<file path="config.mk">
export PLATFORM = sky130hd
export DESIGN_NAME = pwm_capture
export DESIGN_NICKNAME = d
export VERILOG_FILES = /design/src/rtl/pwm_capture.sv
export SDC_FILE = /design/constraint.sdc
export NUM_CORES = 1
export LEC_CHECK = 0
export ABC_AREA = 1
export CORE_MARGIN = 2
export CORE_UTILIZATION = 36
export CTS_BUF_LIST = sky130_fd_sc_hd__clkbuf_8 sky130_fd_sc_hd__clkbuf_16
export DETAILED_ROUTE_END_ITERATION = 8
export PLACE_DENSITY = 0.55
export SLEW_MARGIN = 25
export SYNTH_ARGS = -nofsm -noshare
export SYNTH_HDL_FRONTEND = slang
export SYNTH_SLANG_ARGS = --single-unit
</file>
<file path="constraint.sdc">
create_clock -name clk -period 4.8 [get_ports clk]
set_clock_uncertainty 0.05 [all_clocks]
set_input_delay 0.48 -clock clk [delete_from_list [all_inputs] [get_ports clk]]
set_output_delay 0.48 -clock clk [all_outputs]
set_load 0.05 [all_outputs]
</file>
<file path="src/rtl/pwm_capture.sv">
// pwm_capture: measures high time, period and 8-bit duty of an asynchronous PWM input.
// A restoring shift-subtract divider turns (high, period) into duty = floor(high*256/period).
// An edge-free interval of TIMEOUT cycles flags the input as stuck.
module pwm_capture #(
    parameter int unsigned CNT_W   = 16,
    parameter int unsigned TIMEOUT = 1023
) (
    input  logic             clk,
    input  logic             rst,
    input  logic             pwm_in,
    output logic [7:0]       duty,
    output logic [CNT_W-1:0] high_time,
    output logic [CNT_W-1:0] period,
    output logic             valid,
    output logic             stuck,
    output logic             overrun
);

    localparam int unsigned NUM_W = CNT_W + 8;
    localparam int unsigned DCW   = $clog2(NUM_W + 1);
    localparam logic [CNT_W-1:0] CNT_MAX = '1;
    localparam logic [CNT_W-1:0] TO_VAL  = CNT_W'(TIMEOUT);
    localparam logic [DCW-1:0]   LAST    = DCW'(NUM_W);

    typedef enum logic [1:0] {IDLE, MEAS_HIGH, MEAS_LOW} state_t;

    state_t state, state_nxt;

    logic s1, s2, s3;
    logic rise, fall, edge_any;
    logic snap, timeout;

    logic [CNT_W-1:0] hc, pc, ec;

    logic             busy;
    logic [DCW-1:0]   dcnt;
    logic [NUM_W-1:0] quo;
    logic [CNT_W:0]   rem;
    logic [CNT_W-1:0] den;
    logic [CNT_W-1:0] dhc;
    logic             finishing, accept;

    logic [CNT_W:0]   rem_sh, rem_nx;
    logic             q_bit;

    assign rise     = s2 & ~s3;
    assign fall     = ~s2 & s3;
    assign edge_any = rise | fall;
    assign timeout  = (ec == TO_VAL) && !stuck;

    // Busy clears on the finishing cycle, so a snapshot arriving then is taken.
    assign finishing = busy && (dcnt == LAST);
    assign accept    = snap && (!busy || finishing);

    // Two-flop synchronizer plus edge-detect register.
    always_ff @(posedge clk) begin
        if (rst) begin
            s1 <= 1'b0;
            s2 <= 1'b0;
            s3 <= 1'b0;
        end else begin
            s1 <= pwm_in;
            s2 <= s1;
            s3 <= s2;
        end
    end

    // FSM state register.
    always_ff @(posedge clk) begin
        if (rst) state <= IDLE;
        else     state <= state_nxt;
    end

    // Next-state logic; a rise in MEAS_LOW closes a full period and snapshots it.
    always_comb begin
        state_nxt = state;
        snap      = 1'b0;
        case (state)
            IDLE:      if (rise) state_nxt = MEAS_HIGH;
            MEAS_HIGH: if (fall) state_nxt = MEAS_LOW;
            MEAS_LOW: begin
                if (rise) begin
                    snap      = 1'b1;
                    state_nxt = MEAS_HIGH;
                end
            end
            default:   state_nxt = IDLE;
        endcase
        if (timeout) begin
            state_nxt = IDLE;
            snap      = 1'b0;
        end
    end

    // High-time and period counters, saturating at all-ones.
    always_ff @(posedge clk) begin
        if (rst) begin
            hc <= '0;
            pc <= '0;
        end else begin
            case (state)
                IDLE: begin
                    if (rise) begin
                        hc <= CNT_W'(1);
                        pc <= CNT_W'(1);
                    end
                end
                MEAS_HIGH: begin
                    if (pc != CNT_MAX) pc <= pc + 1'b1;
                    if (!fall && hc != CNT_MAX) hc <= hc + 1'b1;
                end
                MEAS_LOW: begin
                    if (rise) begin
                        hc <= CNT_W'(1);
                        pc <= CNT_W'(1);
                    end else if (pc != CNT_MAX) begin
                        pc <= pc + 1'b1;
                    end
                end
                default: ;
            endcase
        end
    end

    // Edge-free cycle counter; holds once it reaches TIMEOUT.
    always_ff @(posedge clk) begin
        if (rst)                ec <= '0;
        else if (edge_any)      ec <= '0;
        else if (ec != TO_VAL)  ec <= ec + 1'b1;
    end

    // One restoring division step.
    always_comb begin
        rem_sh = {rem[CNT_W-1:0], quo[NUM_W-1]};
        q_bit  = (rem_sh >= {1'b0, den});
        rem_nx = q_bit ? (rem_sh - {1'b0, den}) : rem_sh;
    end

    // Divider sequencing: load on snapshot, NUM_W steps, then one finishing cycle.
    always_ff @(posedge clk) begin
        if (rst) begin
            busy <= 1'b0;
            dcnt <= '0;
            quo  <= '0;
            rem  <= '0;
            den  <= '0;
            dhc  <= '0;
        end else if (timeout) begin
            busy <= 1'b0;
        end else if (accept) begin
            busy <= 1'b1;
            dcnt <= '0;
            quo  <= {hc, 8'h00};
            rem  <= '0;
            den  <= pc;
            dhc  <= hc;
        end else if (finishing) begin
            busy <= 1'b0;
        end else if (busy) begin
            rem  <= rem_nx;
            quo  <= {quo[NUM_W-2:0], q_bit};
            dcnt <= dcnt + 1'b1;
        end
    end

    // Output registers; a timeout overrides a divider result in the same cycle.
    always_ff @(posedge clk) begin
        if (rst) begin
            duty      <= '0;
            high_time <= '0;
            period    <= '0;
            valid     <= 1'b0;
            stuck     <= 1'b0;
            overrun   <= 1'b0;
        end else begin
            valid   <= 1'b0;
            overrun <= snap && busy && !finishing;
            if (timeout) begin
                stuck     <= 1'b1;
                duty      <= s2 ? 8'hFF : 8'h00;
                high_time <= '0;
                period    <= '0;
                valid     <= 1'b1;
            end else begin
                if (finishing) begin
                    valid     <= 1'b1;
                    duty      <= (|quo[NUM_W-1:8]) ? 8'hFF : quo[7:0];
                    high_time <= dhc;
                    period    <= den;
                end
                if (edge_any) stuck <= 1'b0;
            end
        end
    end

endmodule

</file>
### After elaboration in Yosys (flattened, before gate mapping)

Cells that the tools add are included.

* register bits after elaboration: 174
* input port bits: 3

* $add $sub $neg: 5
* magnitude comparators: 1
* eq/ne operators: 12
* muxes and demuxes: 32
* bitwise operators: 6
* reduce and logical (&&, ||, !) cells: 27

Operators by type and width (count)
* $mux 16: 8
* $mux 24: 3
* $add 16x1->16 const B: 3
* $pmux 16 s3: 1
* $mux 8: 4
* $ne 16x16->1 const B: 2
* $pmux 16 s2: 1
* $ge 17x16->1: 1
* $eq 16x10->1 const B: 1
* $ne 16x10->1 const B: 1
* $reduce_or 16->1: 1
* $sub 16x16->16: 1
* $mux 5: 3
* $reduce_bool 2->1: 5
* $mux 1: 9
* $logic_and 1x1->1: 6
* $ne 2x2->1 const B: 3
* $reduce_and 2->1: 3
* $reduce_and 3->1: 2
* $reduce_or 2->1: 3
* $add 5x1->5 const B: 1
* $eq 5x5->1 const B: 1
* $logic_not 1->1: 4
* $mux 2: 2
* 10 further kinds: 14

### Depth between registers and ports, before layout

Gate-level depths: netlist of the first run.

* word-level depth: 8
* gate-level depth with buffers: 14

### Worst setup path after synthesis of the first run

Ideal clock, no wire load.

* kind: reg-to-reg
* start point: reg den[12]
* end point: reg rem[0]
* data arrival time: 1.800 ns
* required time: 4.618 ns
* path slack: 2.818 ns
* cell stages (with the launch flop): 14
* buffers on the path: 1
* period minus slack after synthesis: 1.982 ns
* path through: dfxtp_1 inv_1 ha_1 nand2_1 inv_1 nand2_1 nand2_1 nand2_1 nand2_1 nor2_2 clkbuf_1 nand3_1 nand3_1 a21oi_1

* cells in the longest elaborated chain, start to end: 5

Ends and longest elaborated chain
* start, declared: line 39 `logic [CNT_W-1:0] den;`
* start signal, assigned: line 155 `den <= pc;`
* $ge 17x16->1: line 135 `q_bit = (rem_sh >= {1'b0, den});`
* $mux 16: line 136 `rem_nx = q_bit ? (rem_sh - {1'b0, den}) : rem_sh;`
* $mux 16: line 159 `end else if (busy) begin`
* $mux 16: line 157 `end else if (finishing) begin`
* $mux 16: line 150 `end else if (accept) begin`
* end signal, assigned: line 160 `rem <= rem_nx;`
* end, declared: line 38 `logic [CNT_W:0] rem;`

No other way between the ends. The select of a mux whose other input is x is not followed.
A chain may end at the register's enable or synchronous reset.

### Worst setup path after layout of the first run

* start point: reg den[5]
* end point: reg rem[11]

* cells in the longest elaborated chain, start to end: 5

Ends and longest elaborated chain (line)
* $sub 16x16->16 or $ge 17x16->1 (tied branches): 136, 135
* $mux 16 (*): 136
* $mux 16 (*): 159
* $mux 16 (*): 157
* $mux 16 (*): 150

Mark *: on every way between the ends. The rest lies on a longest branch, timed or not. The select of a mux whose other input is x is not followed.

==> results of run 1 <==
-- sequential cells by signal, summed over array words and instances, names as in the netlist --
name	count
busy	1
dcnt	5
den	16
dhc	16
duty	8
ec	16
hc	16
high_time	16
overrun	1
pc	16
period	16
quo	24
rem	16
s1	1
s2	1
s3	1
state	2
stuck	1
valid	1
-- cell usage after synthesis (2+ instances only) --
cell type and count:
sky130_fd_sc_hd__nand2_2 5, sky130_fd_sc_hd__inv_1 127, sky130_fd_sc_hd__nor2_1 77, sky130_fd_sc_hd__xor2_1 22
sky130_fd_sc_hd__ha_1 27, sky130_fd_sc_hd__nor3_1 17, sky130_fd_sc_hd__a21oi_1 153, sky130_fd_sc_hd__nand2_1 375
sky130_fd_sc_hd__nor4_1 6, sky130_fd_sc_hd__o21bai_1 3, sky130_fd_sc_hd__nand3b_1 12, sky130_fd_sc_hd__nand3_2 2
sky130_fd_sc_hd__buf_6 5, sky130_fd_sc_hd__nor2_2 6, sky130_fd_sc_hd__o21ai_1 6, sky130_fd_sc_hd__nand4_1 18
sky130_fd_sc_hd__a31oi_1 2, sky130_fd_sc_hd__inv_2 6, sky130_fd_sc_hd__o211ai_1 4, sky130_fd_sc_hd__buf_2 9
sky130_fd_sc_hd__or2_2 3, sky130_fd_sc_hd__o21ai_0 52, sky130_fd_sc_hd__clkbuf_1 24, sky130_fd_sc_hd__buf_4 3
sky130_fd_sc_hd__and2_1 3, sky130_fd_sc_hd__dfxtp_1 174, sky130_fd_sc_hd__xnor2_1 10, sky130_fd_sc_hd__nand3_1 77
-- metal layers --
metal  up-vias  wire [um]  part of all wire [%]
met5         -          0                     0
met4         0        201                  0.93
met3        13        726                   3.3
met2       117       8890                    41
met1      3481      11900                    55
li1       4061          -                     -
-- tightest hold or removal path, stage by stage, from the launching register on --
cell and delay, ns:
sky130_fd_sc_hd__dfxtp_1 0.30, sky130_fd_sc_hd__inv_1 0.04, sky130_fd_sc_hd__nor2_1 0.03
-- cell usage in the layout, fill, tap and decap left out, types with 3 or more instances in the layout --
cell type | synthesis | routed
sky130_fd_sc_hd__a21oi_1 | 153 | 153
sky130_fd_sc_hd__nand3_1 | 77 | 77
sky130_fd_sc_hd__nor2_1 | 77 | 77
sky130_fd_sc_hd__dfxtp_1 | 174 | 174
sky130_fd_sc_hd__xor2_1 | 22 | 22
sky130_fd_sc_hd__clkdlybuf4s50_1 | 0 | 44
sky130_fd_sc_hd__ha_1 | 27 | 27
sky130_fd_sc_hd__nand2_2 | 5 | 5
sky130_fd_sc_hd__buf_4 | 3 | 5
sky130_fd_sc_hd__inv_1 | 127 | 127
sky130_fd_sc_hd__clkinv_8 | 0 | 3
sky130_fd_sc_hd__nand2_1 | 375 | 375
sky130_fd_sc_hd__nand4_1 | 18 | 18
sky130_fd_sc_hd__clkbuf_16 | 0 | 17
sky130_fd_sc_hd__nor4_1 | 6 | 6
sky130_fd_sc_hd__nor3_1 | 17 | 17
sky130_fd_sc_hd__or2_2 | 3 | 3
sky130_fd_sc_hd__inv_2 | 6 | 6
sky130_fd_sc_hd__and2_1 | 3 | 3
sky130_fd_sc_hd__o21ai_1 | 6 | 6
sky130_fd_sc_hd__o211ai_1 | 4 | 4
sky130_fd_sc_hd__o21ai_0 | 52 | 52
sky130_fd_sc_hd__o21bai_1 | 3 | 3
sky130_fd_sc_hd__inv_8 | 0 | 7
sky130_fd_sc_hd__nor2_2 | 6 | 6
sky130_fd_sc_hd__nand3b_1 | 12 | 12
sky130_fd_sc_hd__xnor2_1 | 10 | 10
-- logic make-up (layout without fill, tap and decap cells) --
logic type               count (synthesis)  in the layout
AO/OA/AOI/OAI                          223            223
XOR/XNOR                                32             32
adder cells (fa/ha/maj)                 28             28
buffers and inverters                  176            216
flip-flops                             174            174
AND/OR/NAND/NOR                        606            606
-- final cells by class --
type / instances / share of cell area (%)
Multi-Input combinational cell: 889 / 44.5
Sequential cell: 174 / 35.4
Inverter: 134 / 5.11
Timing Repair Buffer: 50 / 4.91
Clock buffer: 17 / 4.33
Tap cell: 319 / 4.06
Clock inverter: 15 / 1.69
-- report_power, final --
part           leakage, nW  internal (W)  switching, W  total, W
clock network        0.290      0.000703      0.000678   0.00138
registers             1.40       0.00146     0.0000206   0.00149
logic                 2.08      0.000103      0.000296  0.000399
-- stage by stage --
stage / cell area [um^2] / total power, W / hold slack (ns) / setup slack [ns] / util (%)
4_1_cts: 9830 / 0.00330 / 0.359 / 1.96 / 42.0
5_1_grt: 9830 / 0.00343 / 0.390 / 1.62 / 42.0
3_3_place_gp: 9240 / 0.00192 / 0.340 / 2.03 / 39.5
2_1_floorplan: 8580 / 0.00182 / 0.338 / 2.82 / -
6_report: 9830 / 0.00327 / 0.364 / 1.99 / 42.0
3_5_place_dp: 9240 / 0.00192 / 0.346 / 2.01 / 39.5
-- worst paths after layout --
| kind | start | to | slack, ns | depth (start not counted) |
|---|---|---|---|---|
| max | den[5] | rem[11] | 1.99 | 11 |
| min | s1 | s2 | 0.36 | 2 |
| max reg2reg | den[5] | rem[11] | 1.99 | 11 |
| min reg2reg | s1 | s2 | 0.36 | 2 |
==> results_dict.tcl, run 1 <==
set metrics [dict create \
    run_status "complete, no violations" \
    synth_top_area_cell "sky130_fd_sc_hd__dfxtp_1" \
    finalWirelength_mm 21.7 \
    gp_congestion 0.863 \
    route.detailed.drc 0 \
    post-cts-setup-buffers 0 \
    rsz0062_at_grt "false" \
    powerDensity_mw_per_mm2 332 \
    clock_tree_root_driver_cell "sky130_fd_sc_hd__clkbuf_16" \
    grt-busiest-layer "met1" \
    cp_common_cell "sky130_fd_sc_hd__nand3_1" \
    place.detailed.hpwl_mm 15.2 \
    routed-via-count 7672 \
    max_stage_delay_ns 0.51 \
    cts_inserted_buffers 17 \
    nFillCells 2518 \
    vdd_drop_max_v 0.000240 \
    synth_area_mm2 0.00858 \
    register_area_mm2 0.00348 \
    synth-seq-cells 174 \
    crit_slowest_cell "sky130_fd_sc_hd__nand2_2" \
    placed_cells_incl_taps 1566 \
    xor_xnor_cell_area_share_of_the_yosys_netlist_pct 3.27 \
    yosys-mux-area-fraction_pct 0 \
    synth.yosys.warnings 0 \
    edff_count_synth 0 \
    synth_compound_gate_area_share_pct 13.3 \
    syn_nets 1270 \
    gr-total-overflow 0 \
    seq_area_frac_synth_pct 40.6 \
    rows 56 \
    leakage_nw 3.77 \
    detail_route.iter0.violations 468 \
    grt_util_all_layers_pct 18.1 \
    ys_dominant_reg_cell "sky130_fd_sc_hd__dfxtp_1" \
    core_area_mm2 0.0234 \
    area_of_combinational_cells_with_multiple_inputs_mm2 0.00437 \
    synthesis.instances 1239 \
    fp.dieArea_mm2 0.0251 \
    synthesis.area_per_instance_um2 6.92 \
    clock_sinks 174 \
    num_antenna_cells 0 \
    critical_path.top_delay_family "simple AND/OR/NAND/NOR gates" \
    finalSetupViolCount 0 \
    floorplan.initialDensity_pct 36.7 \
    area_growth_syn_to_layout_pct 14.6 \
    clk_transition_reported_paths_ns 0.07 \
    final_max_slew_viol_count 0 \
    placement.io_buffers 45 \
    final.period_utilization_pct 58.5 \
    crit_type "flip-flop to flip-flop" \
    layout.nets 1297 \
    finalNonFillerCells 1598 \
    grtUsageMet3_pct 2.83 \
    area_share_of_fa_ha_maj_cells_after_synthesis_pct 4.17 \
    setup.worst_path.end_class "flip-flop" \
    global_route_wire_length_before_repair_mm 36.4 \
    maxCapViolCount 0 \
    timing.fmax_mhz 356 \
    yosys.area_share.simple_pct 30.2 \
    finalCriticalPeriod_ns 2.81 \
    synth.distinct_cells 39 \
    cts_tree "built" \
    met2_usage_pct 26.6 \
    antenna_found_initial 0 \
    setup_tns_ns 0 \
    fp.dieH_um 158 \
    met1_track_demand_over_resource_pct 27.7 \
    arrival_ns 3.03 \
    detailedRoute.firstPassIterationCount 6 \
    cts-hold-fix-buffers 0 \
    crit_required_ns 5.02 \
    crit_buf_inv 1 \
    cts_resized 0 \
    clock_insertion_delay_worst_skew_ns 0.44 \
    cell_by_cell_listing_of_the_critical_path "inv_1 > ha_1 > nand2_1 > nor2_1 > nand3_1 > nand3_1 > nand2_1 > nand2_2 > nand3_1 > nand3_1 > a21oi_1" \
    worst_slew_pin_slew_ns 0.963 \
    drt.antenna.violating_nets 0 \
    boundaryPins 46 \
    slew_headroom_pct 35.8 \
    worst_setup_path_start_kind "flip-flop" \
    grt_pass1_vias 7082 \
    timing.hold.worst.class "flip-flop to flip-flop" \
    asyncSetResetFlopFracSynth_pct 0 \
    ctsHtreeMaxLevel 4 \
    ys_top_cells_by_area "sky130_fd_sc_hd__dfxtp_1, sky130_fd_sc_hd__nand2_1, sky130_fd_sc_hd__a21oi_1" \
    die_w_um 158 \
    synth_top_family_by_area "simple AND/OR/NAND/NOR gates" \
    synth.top_cell.area_share_pct 40.6 \
    grt_max_degree 85 \
    clock_path_buffers 2 \
    route.detailed.wl_per_inst_um 13.6 \
    worst-path-max-fanout 17 \
    share_of_layout_cells_above_drive_strength_1_pct 5.08 \
    timing.final.hold_violations 0 \
    drt-vias-per-instance 4.80 \
]
Power figures use the tool's default switching activity.
==> run 2: changes to the inputs <==
==> constraint.sdc (replaced) <==
create_clock -name clk -period 2.8 [get_ports clk]
set_clock_uncertainty 0.05 [all_clocks]
set_input_delay 0.28 -clock clk [delete_from_list [all_inputs] [get_ports clk]]
set_output_delay 0.28 -clock clk [all_outputs]
set_load 0.05 [all_outputs]
==> results_dict.tcl, run 2 (synthesis gave the netlist of run 1 again) <==
set metrics [dict create \
    global_route_wire_length_before_repair_mm 35.1 \
    grt_util_all_layers_pct 17.6 \
    post-cts-setup-buffers 0 \
    placed_cell_area_mm2 0.00930 \
    clock_tree_root_driver_cell "sky130_fd_sc_hd__clkbuf_16" \
    routed-via-count 7650 \
    drt.antenna.violating_nets 0 \
    timing.fmax_mhz 392 \
    finalWirelength_mm 21.4 \
    final.period_utilization_pct 91.1 \
    vdd_drop_max_v 0.000399 \
    fp.dieArea_mm2 0.0251 \
    max_flop_register "quo" \
    finalSetupViolCount 0 \
    most_common_cell_after_layout_fill_and_taps_aside "sky130_fd_sc_hd__nand2_1" \
    timing.hold.worst.class "primary input to flip-flop" \
    cp-startpoint "ec[0]" \
    cts_inserted_buffers 17 \
    detailedRoute.firstPassIterationCount 5 \
    worst_setup_path_start_kind "flip-flop" \
    worst-r2r-cell-count 10 \
    hold-path-cell-count 4 \
    arrival_ns 2.78 \
    clk_transition_reported_paths_ns 0.08 \
    maxCapViolCount 0 \
    gr-total-overflow 0 \
    worst_slew_pin_slew_ns 0.947 \
    largest_register_ff_count 24 \
    place.detailed.hpwl_mm 15.0 \
    core_area_mm2 0.0234 \
    cts_tree "built" \
    boundaryPins 46 \
    rows 56 \
    route.detailed.wl_per_inst_um 13.4 \
    cp_common_cell "sky130_fd_sc_hd__nand3_2" \
    drt-vias-per-instance 4.77 \
    setup_tns_ns 0 \
    max_stage_delay_ns 0.38 \
    timing.final.hold_violations 0 \
    fp.dieH_um 158 \
    rsz0062_at_grt "false" \
    crit_type "flip-flop to flip-flop" \
    antenna_found_initial 0 \
    ff2ff_setup_slack_ns 0.25 \
    critical_path.top_delay_family "simple AND/OR/NAND/NOR gates" \
    cts-hold-fix-buffers 0 \
    clock_path_buffers 2 \
    grt_max_degree 85 \
    final_max_slew_viol_count 0 \
    crit_required_ns 3.02 \
    clock_insertion_delay_worst_skew_ns 0.43 \
    mostFrequentLayoutCells "sky130_fd_sc_hd__nand2_1, sky130_fd_sc_hd__dfxtp_1, sky130_fd_sc_hd__a21oi_1" \
    share_of_layout_cells_above_drive_strength_1_pct 5.45 \
    stdcell_area_mm2 0.00990 \
    timing.hold.ws_ns 0.148 \
    whs_endpoint "duty[2]" \
    detail_route.iter0.violations 528 \
    die_w_um 158 \
    placement.io_buffers 45 \
    finalCriticalPeriod_ns 2.55 \
    ctsHtreeMaxLevel 4 \
    route.detailed.drc 0 \
    worstReg2RegEnd "quo[16]" \
    floorplan.initialDensity_pct 36.7 \
    cts_resized 0 \
    setup.worst_path.end_class "flip-flop" \
    layout.nets 1303 \
    layout.core_utilization_pct 42.3 \
    powerDensity_mw_per_mm2 567 \
    clock_sinks 174 \
    gp_congestion 0.842 \
    crit_slowest_cell "sky130_fd_sc_hd__dfxtp_1" \
    num_antenna_cells 0 \
    area_growth_syn_to_layout_pct 15.4 \
    worst-path-max-fanout 46 \
    slew_headroom_pct 36.8 \
    cell_by_cell_listing_of_the_critical_path "ha_1 > nand3_1 > nor2_2 > nand3_2 > nand3_2 > nand2_2 > nand2_8 > inv_2 > nand2_1 > a21oi_1" \
    reg2reg_from "ec[0]" \
    run_status "complete, no violations" \
    leakage_nw 3.81 \
    hold_start "rst" \
    power.total_w 0.00561 \
    grt_pass1_vias 6837 \
    crit_buf_inv 1 \
]
==> run 2: cell count changes in the layout (fill, tap and decap cells not counted), moves of 2 or more <==
cell,change
sky130_fd_sc_hd__clkinv_8,+2
sky130_fd_sc_hd__buf_4,+5
sky130_fd_sc_hd__clkinv_4,+2
sky130_fd_sc_hd__inv_8,-4
==> run 2: stage by stage <==
stage	worst slack (ns)	cells
final	0.249	1604
after global routing	0.0177	1604
after CTS	0.249	1604
after detailed placement	0.268	1572
after global placement	0.323	1572
after floorplan	0.818	1239
==> run 2: worst reg2reg max path, cell delays in order (launching register included) <==
cell and delay, ns:
sky130_fd_sc_hd__dfxtp_1 0.38, sky130_fd_sc_hd__ha_1 0.22, sky130_fd_sc_hd__nand3_1 0.16, sky130_fd_sc_hd__nor2_2 0.17, sky130_fd_sc_hd__nand3_2 0.23, sky130_fd_sc_hd__nand3_2 0.38, sky130_fd_sc_hd__nand2_2 0.15, sky130_fd_sc_hd__nand2_8 0.29
sky130_fd_sc_hd__inv_2 0.20, sky130_fd_sc_hd__nand2_1 0.10, sky130_fd_sc_hd__a21oi_1 0.06
==> run 2: final cells by class <==
type                       count  area [um^2]
clock buffer                  17          425
clock inverter                15          171
fill                        2504        13500
inverter                     134          503
multi-input combinational    889         4370
sequential                   174         3480
tap                          319          399
timing repair buffer          56          541
==> run 2: how the worst max path moves through the flow <==
stage	to	slack, ns	cells past startpoint
floorplan	rem[0]	0.82	13
global placement	quo[20]	0.32	10
detailed placement	quo[20]	0.27	10
CTS	quo[23]	0.25	10
global route	quo[12]	0.02	10
finish	quo[16]	0.25	10
==> run 2: where the power goes <==
part           internal [W]  total [W]  switching (W)
registers           0.00251    0.00255      0.0000344
clock network       0.00120    0.00235        0.00115
logic              0.000206   0.000711       0.000505
==> run 2: per-layer routing <==
metal  share of wire [%]  GRT usage (%)  up-vias
met4                 1.1           4.85        0
li1                    -              -     4082
met2                  41           25.7      117
met5                   0              0        -
met1                  55           26.5     3436
met3                 3.4           2.89       15
